[src/rtl/mode4_accumulator_if.sv]
`default_nettype none
// +----------------------------------------------------------------------+
// | Module   : mode4_accumulator_if                                      |
// | Brief    : Beat/result bus of the softmax 4-wide accumulation stage. |
// | Revision : 1.0                                                       |
// +----------------------------------------------------------------------+
interface mode4_accumulator_if #(
   parameter int DATAWIDTH = 16,
   parameter int LEN_W     = 8
);
   logic                 start;
   logic [LEN_W-1:0]     num_chunks;
   logic                 in_valid;
   logic                 in_ready;
   logic [DATAWIDTH-1:0] inp0;
   logic [DATAWIDTH-1:0] inp1;
   logic [DATAWIDTH-1:0] inp2;
   logic [DATAWIDTH-1:0] inp3;
   logic                 busy;
   logic                 sum_valid;
   logic [DATAWIDTH-1:0] sum_out;

   modport master (
      output start, num_chunks, in_valid, inp0, inp1, inp2, inp3,
      input  in_ready, busy, sum_valid, sum_out
   );

   modport slave (
      input  start, num_chunks, in_valid, inp0, inp1, inp2, inp3,
      output in_ready, busy, sum_valid, sum_out
   );
endinterface
`default_nettype wire

[src/rtl/mode4_accumulator.sv]
`default_nettype none
// +----------------------------------------------------------------------+
// | Module   : mode4_accumulator                                         |
// | Brief    : Running FP16 sum of a vector, 4 elements per beat.        |
// | Revision : 1.0                                                       |
// +----------------------------------------------------------------------+
module mode4_accumulator #(
   parameter int DATAWIDTH = 16,
   parameter int LEN_W     = 8
) (
   input  wire logic            clk,
   input  wire logic            reset_n,
   mode4_accumulator_if.slave   bus
);

   typedef enum logic [1:0] {
      S_IDLE  = 2'd0,
      S_ACCUM = 2'd1,
      S_FLUSH = 2'd2,
      S_DONE  = 2'd3
   } state_t;

   state_t               r_state;
   state_t               w_state_nxt;
   logic [LEN_W-1:0]     r_len;
   logic [LEN_W-1:0]     r_cnt;
   logic [DATAWIDTH-1:0] r_acc;
   logic [DATAWIDTH-1:0] r_stage [4];
   logic                 r_stage_vld;
   logic                 w_hs;
   logic                 w_last;
   logic                 w_start_acc;
   logic [DATAWIDTH-1:0] w_acc_nxt;

   // IEEE binary16 add, round-to-nearest-even, subnormals handled.
   function automatic logic [15:0] fp16_add(input logic [15:0] a_in, input logic [15:0] b_in);
      logic [15:0] a, b;
      logic [4:0]  ea, eb, d;
      logic [10:0] ma, mb;
      logic [13:0] xa, xb, mask, m;
      logic [14:0] sum, packed_v;
      logic [5:0]  e;
      logic [3:0]  lz, sh;
      logic        sub, rnd_up, found;
      if (a_in[14:0] >= b_in[14:0]) begin
         a = a_in; b = b_in;
      end else begin
         a = b_in; b = a_in;
      end
      // a holds the larger magnitude, so any NaN/Inf operand lands in a
      if (a[14:10] == 5'h1f) begin
         if (a[9:0] != 10'd0)                                return a | 16'h0200;
         else if (b[14:10] == 5'h1f && (a[15] != b[15]))     return 16'h7e00;
         else                                                return a;
      end
      ea   = (a[14:10] == 5'd0) ? 5'd1 : a[14:10];
      eb   = (b[14:10] == 5'd0) ? 5'd1 : b[14:10];
      ma   = {|a[14:10], a[9:0]};
      mb   = {|b[14:10], b[9:0]};
      d    = ea - eb;
      xa   = {ma, 3'b000};
      mask = ~(14'h3fff << d);
      xb   = {mb, 3'b000} >> d;
      xb[0] = xb[0] | (|({mb, 3'b000} & mask));
      sub  = a[15] ^ b[15];
      sum  = sub ? ({1'b0, xa} - {1'b0, xb}) : ({1'b0, xa} + {1'b0, xb});
      if (sum == 15'd0) return {~sub & a[15], 15'd0};
      if (sum[14]) begin
         m = {sum[14:2], sum[1] | sum[0]};
         e = {1'b0, ea} + 6'd1;
      end else begin
         lz    = 4'd0;
         found = 1'b0;
         for (int i = 13; i >= 0; i--) begin
            if (sum[i] && !found) begin
               found = 1'b1;
               lz    = 4'(13 - i);
            end
         end
         sh = ({1'b0, lz} > (ea - 5'd1)) ? 4'(ea - 5'd1) : lz;
         m  = sum[13:0] << sh;
         e  = {1'b0, ea} - {2'b00, sh};
      end
      if (e >= 6'd31) return {a[15], 15'h7c00};
      rnd_up   = m[2] & (m[1] | m[0] | m[3]);
      // Rounding carry ripples into the exponent field, covering subnormal->normal and ->Inf
      packed_v = {(m[13] ? e[4:0] : 5'd0), m[12:3]} + {14'd0, rnd_up};
      return {a[15], packed_v};
   endfunction

   assign w_hs        = bus.in_valid & (r_state == S_ACCUM);
   assign w_last      = w_hs & (r_cnt == r_len - LEN_W'(1));
   assign w_start_acc = bus.start & (r_state == S_IDLE);
   assign w_acc_nxt   = fp16_add(fp16_add(fp16_add(r_stage[0], r_stage[1]),
                                          fp16_add(r_stage[2], r_stage[3])), r_acc);

   always_ff @(posedge clk) begin
      if (!reset_n) r_state <= S_IDLE;
      else          r_state <= w_state_nxt;
   end

   always_comb begin
      w_state_nxt = r_state;
      case (r_state)
         S_IDLE:  if (bus.start) w_state_nxt = (bus.num_chunks == '0) ? S_DONE : S_ACCUM;
         S_ACCUM: if (w_last) w_state_nxt = S_FLUSH;
         S_FLUSH: w_state_nxt = S_DONE;
         S_DONE:  w_state_nxt = S_IDLE;
         default: w_state_nxt = S_IDLE;
      endcase
   end

   always_ff @(posedge clk) begin
      if (!reset_n) begin
         r_len       <= '0;
         r_cnt       <= '0;
         r_acc       <= '0;
         r_stage_vld <= 1'b0;
         for (int i = 0; i < 4; i++) r_stage[i] <= '0;
      end else if (w_start_acc) begin
         r_len       <= bus.num_chunks;
         r_cnt       <= '0;
         r_acc       <= '0;
         r_stage_vld <= 1'b0;
      end else begin
         if (r_stage_vld) r_acc <= w_acc_nxt;
         if (w_hs) begin
            r_stage[0]  <= bus.inp0;
            r_stage[1]  <= bus.inp1;
            r_stage[2]  <= bus.inp2;
            r_stage[3]  <= bus.inp3;
            r_stage_vld <= 1'b1;
            r_cnt       <= r_cnt + LEN_W'(1);
         end else begin
            r_stage_vld <= 1'b0;
         end
      end
   end

   assign bus.in_ready  = (r_state == S_ACCUM);
   assign bus.busy      = (r_state != S_IDLE);
   assign bus.sum_valid = (r_state == S_DONE);
   assign bus.sum_out   = r_acc;

endmodule
`default_nettype wire

[src/flat_wrapper.sv]
// flat-port wrapper written by rule: the top's interface ports become plain ports
module mode4_accumulator_flat 
#(
   parameter int DATAWIDTH = 16,
   parameter int LEN_W     = 8
)
  (clk, reset_n, bus_start, bus_num_chunks, bus_in_valid, bus_inp0, bus_inp1, bus_inp2, bus_inp3, bus_in_ready, bus_busy, bus_sum_valid, bus_sum_out);
  mode4_accumulator_if #(.DATAWIDTH(DATAWIDTH), .LEN_W(LEN_W)) bus_i ();
  input  wire logic clk;
  input  wire logic reset_n;
  input wire logic [$bits(bus_i.start)-1:0] bus_start;
  input wire logic [$bits(bus_i.num_chunks)-1:0] bus_num_chunks;
  input wire logic [$bits(bus_i.in_valid)-1:0] bus_in_valid;
  input wire logic [$bits(bus_i.inp0)-1:0] bus_inp0;
  input wire logic [$bits(bus_i.inp1)-1:0] bus_inp1;
  input wire logic [$bits(bus_i.inp2)-1:0] bus_inp2;
  input wire logic [$bits(bus_i.inp3)-1:0] bus_inp3;
  output wire logic [$bits(bus_i.in_ready)-1:0] bus_in_ready;
  output wire logic [$bits(bus_i.busy)-1:0] bus_busy;
  output wire logic [$bits(bus_i.sum_valid)-1:0] bus_sum_valid;
  output wire logic [$bits(bus_i.sum_out)-1:0] bus_sum_out;
  assign bus_i.start = bus_start;
  assign bus_i.num_chunks = bus_num_chunks;
  assign bus_i.in_valid = bus_in_valid;
  assign bus_i.inp0 = bus_inp0;
  assign bus_i.inp1 = bus_inp1;
  assign bus_i.inp2 = bus_inp2;
  assign bus_i.inp3 = bus_inp3;
  assign bus_in_ready = bus_i.in_ready;
  assign bus_busy = bus_i.busy;
  assign bus_sum_valid = bus_i.sum_valid;
  assign bus_sum_out = bus_i.sum_out;
  mode4_accumulator #(.DATAWIDTH(DATAWIDTH), .LEN_W(LEN_W)) u_core (.clk(clk), .reset_n(reset_n), .bus(bus_i));
endmodule
[config.mk]
export PLATFORM = sky130hd
export DESIGN_NAME = mode4_accumulator_flat
export DESIGN_NICKNAME = d
export VERILOG_FILES = /design/src/rtl/mode4_accumulator_if.sv /design/src/rtl/mode4_accumulator.sv /design/src/flat_wrapper.sv
export SDC_FILE = /design/constraint.sdc
export NUM_CORES = 1
export LEC_CHECK = 0
export ABC_AREA = 1
export BUFFER_PORTS_ARGS = -buffer_cell sky130_fd_sc_hd__buf_2
export CELL_PAD_IN_SITES_DETAIL_PLACEMENT = 1
export CELL_PAD_IN_SITES_GLOBAL_PLACEMENT = 1
export CORE_MARGIN = 2
export CORE_UTILIZATION = 46
export CTS_BUF_LIST = sky130_fd_sc_hd__clkbuf_4 sky130_fd_sc_hd__clkbuf_8 sky130_fd_sc_hd__clkbuf_16
export DETAILED_ROUTE_END_ITERATION = 8
export MAX_ROUTING_LAYER = met4
export PLACE_DENSITY_LB_ADDON = 0.12
export SLEW_MARGIN = 20
export SYNTH_ARGS = -nofsm -noshare
export SYNTH_HDL_FRONTEND = slang
export SYNTH_SLANG_ARGS = --single-unit
export TNS_END_PERCENT = 5
[constraint.sdc]
create_clock -name clk -period 37 [get_ports clk]
set_input_delay 7.4 -clock clk [delete_from_list [all_inputs] [get_ports clk]]
set_output_delay 7.4 -clock clk [all_outputs]
set_load 0.1 [all_outputs]
# Word-level counts from Yosys, hierarchy flattened
# Memory sizes are Yosys's and may differ from the RTL's.
# Index checks and enable logic that the tools add are counted.
totals:
  register_bits: 35
  wordCells: 660
  output_inout_bits: 19
  mem_bits_rw: 64
  n_memories: 1
memory_table:
  columns: ["memory", "depth", "width", "rd", "rd_ports_with_merged_regs", "write_ports", "line", "text"]
  rows:
  - ["u_core.r_stage", 4, 16, 4, 0, 4, "mode4_accumulator.sv:28", "logic [DATAWIDTH-1:0] r_stage [4];"]
op_classes:
  magnitude_cmp: 12
  shift: 12
  n_eq_ne: 18
  reduce_logical: 141
  n_bitwise: 48
  add_sub_neg: 30
  muxes: 393
op_table:
  columns: ["cell", "count"]
  rows:
  - ["16-bit two-way mux", 44]
  - ["1-bit two-way mux", 241]
  - ["14-bit two-way mux", 12]
  - ["4-bit two-way mux", 40]
  - ["6-bit two-way mux", 12]
  - ["14-bit by 14-bit adder with 15-bit output", 4]
  - ["15-bit by 1-bit adder with 15-bit output", 4]
  - ["15-bit >= comparator", 4]
  - ["15-bit logical NOT", 4]
  - ["15-bit two-way mux", 4]
  - ["5-bit two-way mux", 12]
  - ["14-bit by 14-bit subtractor with 15-bit output", 4]
  - ["14-bit AND", 4]
  - ["1-bit logical AND", 56]
  - ["14-bit NOT", 4]
  - ["14-bit OR reduction", 4]
  - ["14-bit by 4-bit << shifter with 14-bit output", 4]
  - ["14-bit by 5-bit << shifter with 14-bit output (first input constant)", 4]
  - ["14-bit by 5-bit right shift with 14-bit output", 4]
  - ["1-bit logical NOT", 52]
  - ["3-bit two-way mux", 16]
  - ["5-bit equality test (second input constant)", 8]
  - ["5-bit logical NOT", 8]
  - ["10-bit nonzero test", 4]
  - ["other kinds (26)", 101]

# Longest topological paths before layout
# An unclocked memory read counts as a cell.
depth:
  word_depth: 325
  mapped_depth: 243
  depth_no_buf: 233

# Least setup slack after synthesis
# OpenSTA, ideal clock, no wires.
synth_timing:
  path_type: "register to register"
  from: "memory u_core.r_stage[3][14]"
  to: "register u_core.r_acc[2], in the netlist u_core.bus.sum_out[2]"
  setup_ps: 69
  path_buffers: 15
  arrival_time_ps: 29392
  stages_incl_launch_ff: 225
  slack_ps: 7540
  period_less_slack_ps: 29460
  required_time_ps: 36931
  cell_sequence: "edfxtp_1 -> inv_1 -> ha_1 -> nand2_1 -> inv_1 -> nand2_1 -> nand2_2 -> a21oi_4 -> nand3_4 -> buf_12 -> buf_6 -> o21ai_0 -> nand4_1 -> inv_1 -> nand2_1 -> nand2_1 -> inv_1 -> ha_1 -> (+189 left out) -> nand2_1 -> nand2_1 -> nand2_1 -> inv_1 -> ha_1 -> inv_1 -> nand2_1 -> nand4_1 -> nand2_1 -> nand2_1 -> nand2_1 -> inv_1 -> nor2_2 -> nor2_4 -> nand2_4 -> inv_4 -> nand3_1 -> a21oi_2"
synth_lines:
  columns: ["element", "line", "text"]
  rows:
  - ["start, declared", "mode4_accumulator.sv:28", null]
  - ["end signal, assigned", "mode4_accumulator.sv:126", "if (r_stage_vld) r_acc <= w_acc_nxt;"]
  - ["end, declared", "mode4_accumulator.sv:27", "logic [DATAWIDTH-1:0] r_acc;"]

==> summary.txt <==
Status
  – Outcome: finished, final reports clean

Synth
  – Post-synthesis adder-cell area fraction: 0.108
  – Xor/xnor cell area share of the yosys netlist: 0.0283
  – Yosys top cell area share: 0.169
  – Post-synth top cells: nand2_1 (1187), inv_1 (553), nand3_1 (503)
  – Most common cell in the synthesized netlist: nand2_1
  – Post-synth EDFFs: 64
  – Syn Inst Count: 4425
  – Yosys reg bits: 99
  – Synth Cell Area: 0.0263 mm²
  – Ys flop type: edfxtp_1
  – Compound-Gate Fraction of Synth Area: 0.140
  – Sequential fraction of the synthesis area: 0.0997
  – Area leader, netlist: nand2_1
  – Yosys warns: 0
  – Syn Nets: 4725
  – Cell variety after synth: 91
  – FFs w/ async S/R, synth: 0
  – Post-synthesis area per instance: 5.94 µm²
  – Area contributors post-synth: nand2_1 (17%), ha_1 (10%), nand3_1 (9.6%), inv_1 (7.9%), edfxtp_1 (7.3%)
  – Post-synthesis mux area share: 0.000761
  – Largest family of logic cells by synthesized area: simple AND/OR/NAND/NOR gates
  – Simple-gate share of the synthesized area: 0.492

Clock network
  – Clock slew at reported path FFs: 0.08 ns
  – Clock sink count: 99
  – Clk buf depth: 2
  – TritonCTS clock tree: done
  – Clk_lat worst skew: 0.38 ns
  – Hold_buf cts: 0
  – Max H-tree Level: 3
  – TritonCTS Buffers: 9
  – Root buf cell: clkbuf_16

Detailed routing
  – DRC: 0
  – Iter 0 DRT Violations: 1876
  – Routed vias/inst: 5.58
  – Final ANT Viol Nets: 0
  – Routed WL: 93900 µm
  – WL per Instance: 18.0 µm
  – Number of iterations in the first detailed-routing pass: 5
  – Via count: 29100

Global route
  – Grt ovf: 0
  – Total Routing Usage GR: 0.320
  – First-pass GRT wire length: 152000 µm
  – Vias in the first global route: 29200
  – Antenna violations before repair: 2
  – Largest net degree at the start of global routing: 65

Floorplan
  – Core area: 0.0565 mm²
  – Die Ht: 243 µm
  – Die ar.: 0.0591 mm²
  – IO Pins: 95
  – FP Rows: 87
  – Die W: 243 µm
  – Initial Utilization: 0.465

Final layout
  – P&R area growth vs syn: 4.58%
  – Antenna cells: 0
  – Final core utilization: 0.487
  – Nets: 4763
  – Layout cells sized above 1: 0.160

Critical path
  – Critical path's slowest cell: o21ai_1
  – Most common cell on crit path: nand2_1
  – Critical-path maximum fanout: 38
  – Worst Setup End Kind: flop
  – Critical Path RT: 37.30 ns
  – Critical Path AT: 33.90 ns
  – Setup Crit Path Kind: reg -> reg
  – Critical Path Max Stage Delay: 0.52 ns
  – Flop2flop setup slack: 3.40 ns
  – CP Launch Type: flop

Place
  – Final Wtd Congestion: 0.970
  – DP Wirelength: 77300 µm
  – Pre-CTS setup slack: 1.35 ns
  – Port Buffer Count: 94

Timing
  – Max-slew violations: 0
  – Max Freq: 29.8 MHz
  – Final hold violations: 0
  – Final worst-path cycle share: 0.908
  – Relative slew slack: 0.272
  – Worst-Margin Slew: 1.08 ns
  – Worst clock skew: 0.0130 ns
  – Final setup fails: 0
  – Minimum clock period: 33.60 ns
  – PnR worst setup slack: 3.40 ns

Flow run
  – Total of max-cap violations: 0

Min path
  – Worst Hold Class: reg -> reg
cell usage in the layout, fill, tap and decap left out, types with 11 or more instances in the layout:
master,n
a21oi_1,215
a31oi_1,12
buf_2,94
buf_4,50
dfxtp_1,35
edfxtp_1,64
ha_1,214
inv_1,551
inv_2,43
nand2_1,1185
nand2_2,176
nand2_4,61
nand3_1,503
nand3_2,71
nand3_4,11
nand4_1,88
nor2_1,366
nor2_2,46
nor2_4,22
nor3_1,43
nor4_1,17
o211ai_1,15
o21ai_0,210
o21ai_1,61
o21ai_2,25
o21bai_1,17
or2_2,17
xnor2_1,15
xor2_1,53
kinds of logic (layout without fill, tap and decap cells):
kind of cell / after synthesis / in the layout
buffers and inverters: 740 / 780
adders and majority gates: 224 / 224
and+or+nand+nor: 2652 / 2655
DFF: 99 / 99
AOI/OAI and AO/OA: 633 / 633
muxes: 2 / 2
xor gates and xnor gates: 75 / 75
area by class of cell:
| cell class | count | area [µm²] |
|---|---|---|
| flip-flops and latches | 99 | 2620 |
| well taps | 756 | 946 |
| multi-input cells | 3589 | 20400 |
| inverters | 619 | 2390 |
| repair buffers | 145 | 857 |
| clock inverters | 7 | 75.1 |
| fillers | 8159 | 29000 |
| clock buffers | 9 | 225 |
metrics by stage:
| stage | hold slack, ns | cell area, µm² | setup TNS [ns] | cells |
|---|---|---|---|---|
| after floorplan | 0.447 | 26300 | 0 | 4425 |
| final | 0.489 | 27500 | 0 | 5224 |
| after global routing | 0.534 | 27500 | -0.449 | 5224 |
| after CTS | 0.493 | 27300 | 0 | 5217 |
| after global placement | 0.466 | 27000 | 0 | 5201 |
| after detailed placement | 0.483 | 27000 | 0 | 5201 |
critical path: cells and delay by family (launching register included):
kind	cells	cell delay, ns
flip-flops	1	0.43
buffers and inverters	36	4.36
AND/OR/NAND/NOR	101	13.55
adder cells (fa/ha/maj)	19	5.78
AO/OA/AOI/OAI	53	8.73
XOR/XNOR	4	0.54
registers in the layout, summed over array words and instances (netlist names):
name                flops
u_core.r_len            8
u_core.r_cnt            8
u_core.bus.sum_out     16
u_core.r_stage_vld      1
u_core.r_state          2
u_core.r_stage         64
per-layer routing:
layer / vias up / track usage / share of wire
li1: 14500 / - / -
met3: 144 / 0.0219 / 0.036
met2: 557 / 0.538 / 0.47
met1: 13900 / 0.417 / 0.47
met4: 0 / 0.0796 / 0.025
met5: - / - / 0
path summary, 6_finish.rpt:
| kind | startpoint | to | cells after the start |
|---|---|---|---|
| worst min-delay path | u_core.r_cnt[7] | u_core.r_cnt[7] | 2 |
| worst min register to register | u_core.r_cnt[7] | u_core.r_cnt[7] | 2 |
| worst max register to register | u_core.r_stage[2][14] | u_core.bus.sum_out[2] | 213 |
| worst max-delay path | u_core.r_stage[2][14] | u_core.bus.sum_out[2] | 213 |
timing repair:
action / 4_1_cts / 5_1_grt
resized for setup: 0 / 41
setup endpoints to repair: 0 / 15
setup buffers: 0 / 4
Power is not shown: default switching activity piles up to over one toggle a cycle in this logic, so the estimate is an artifact.
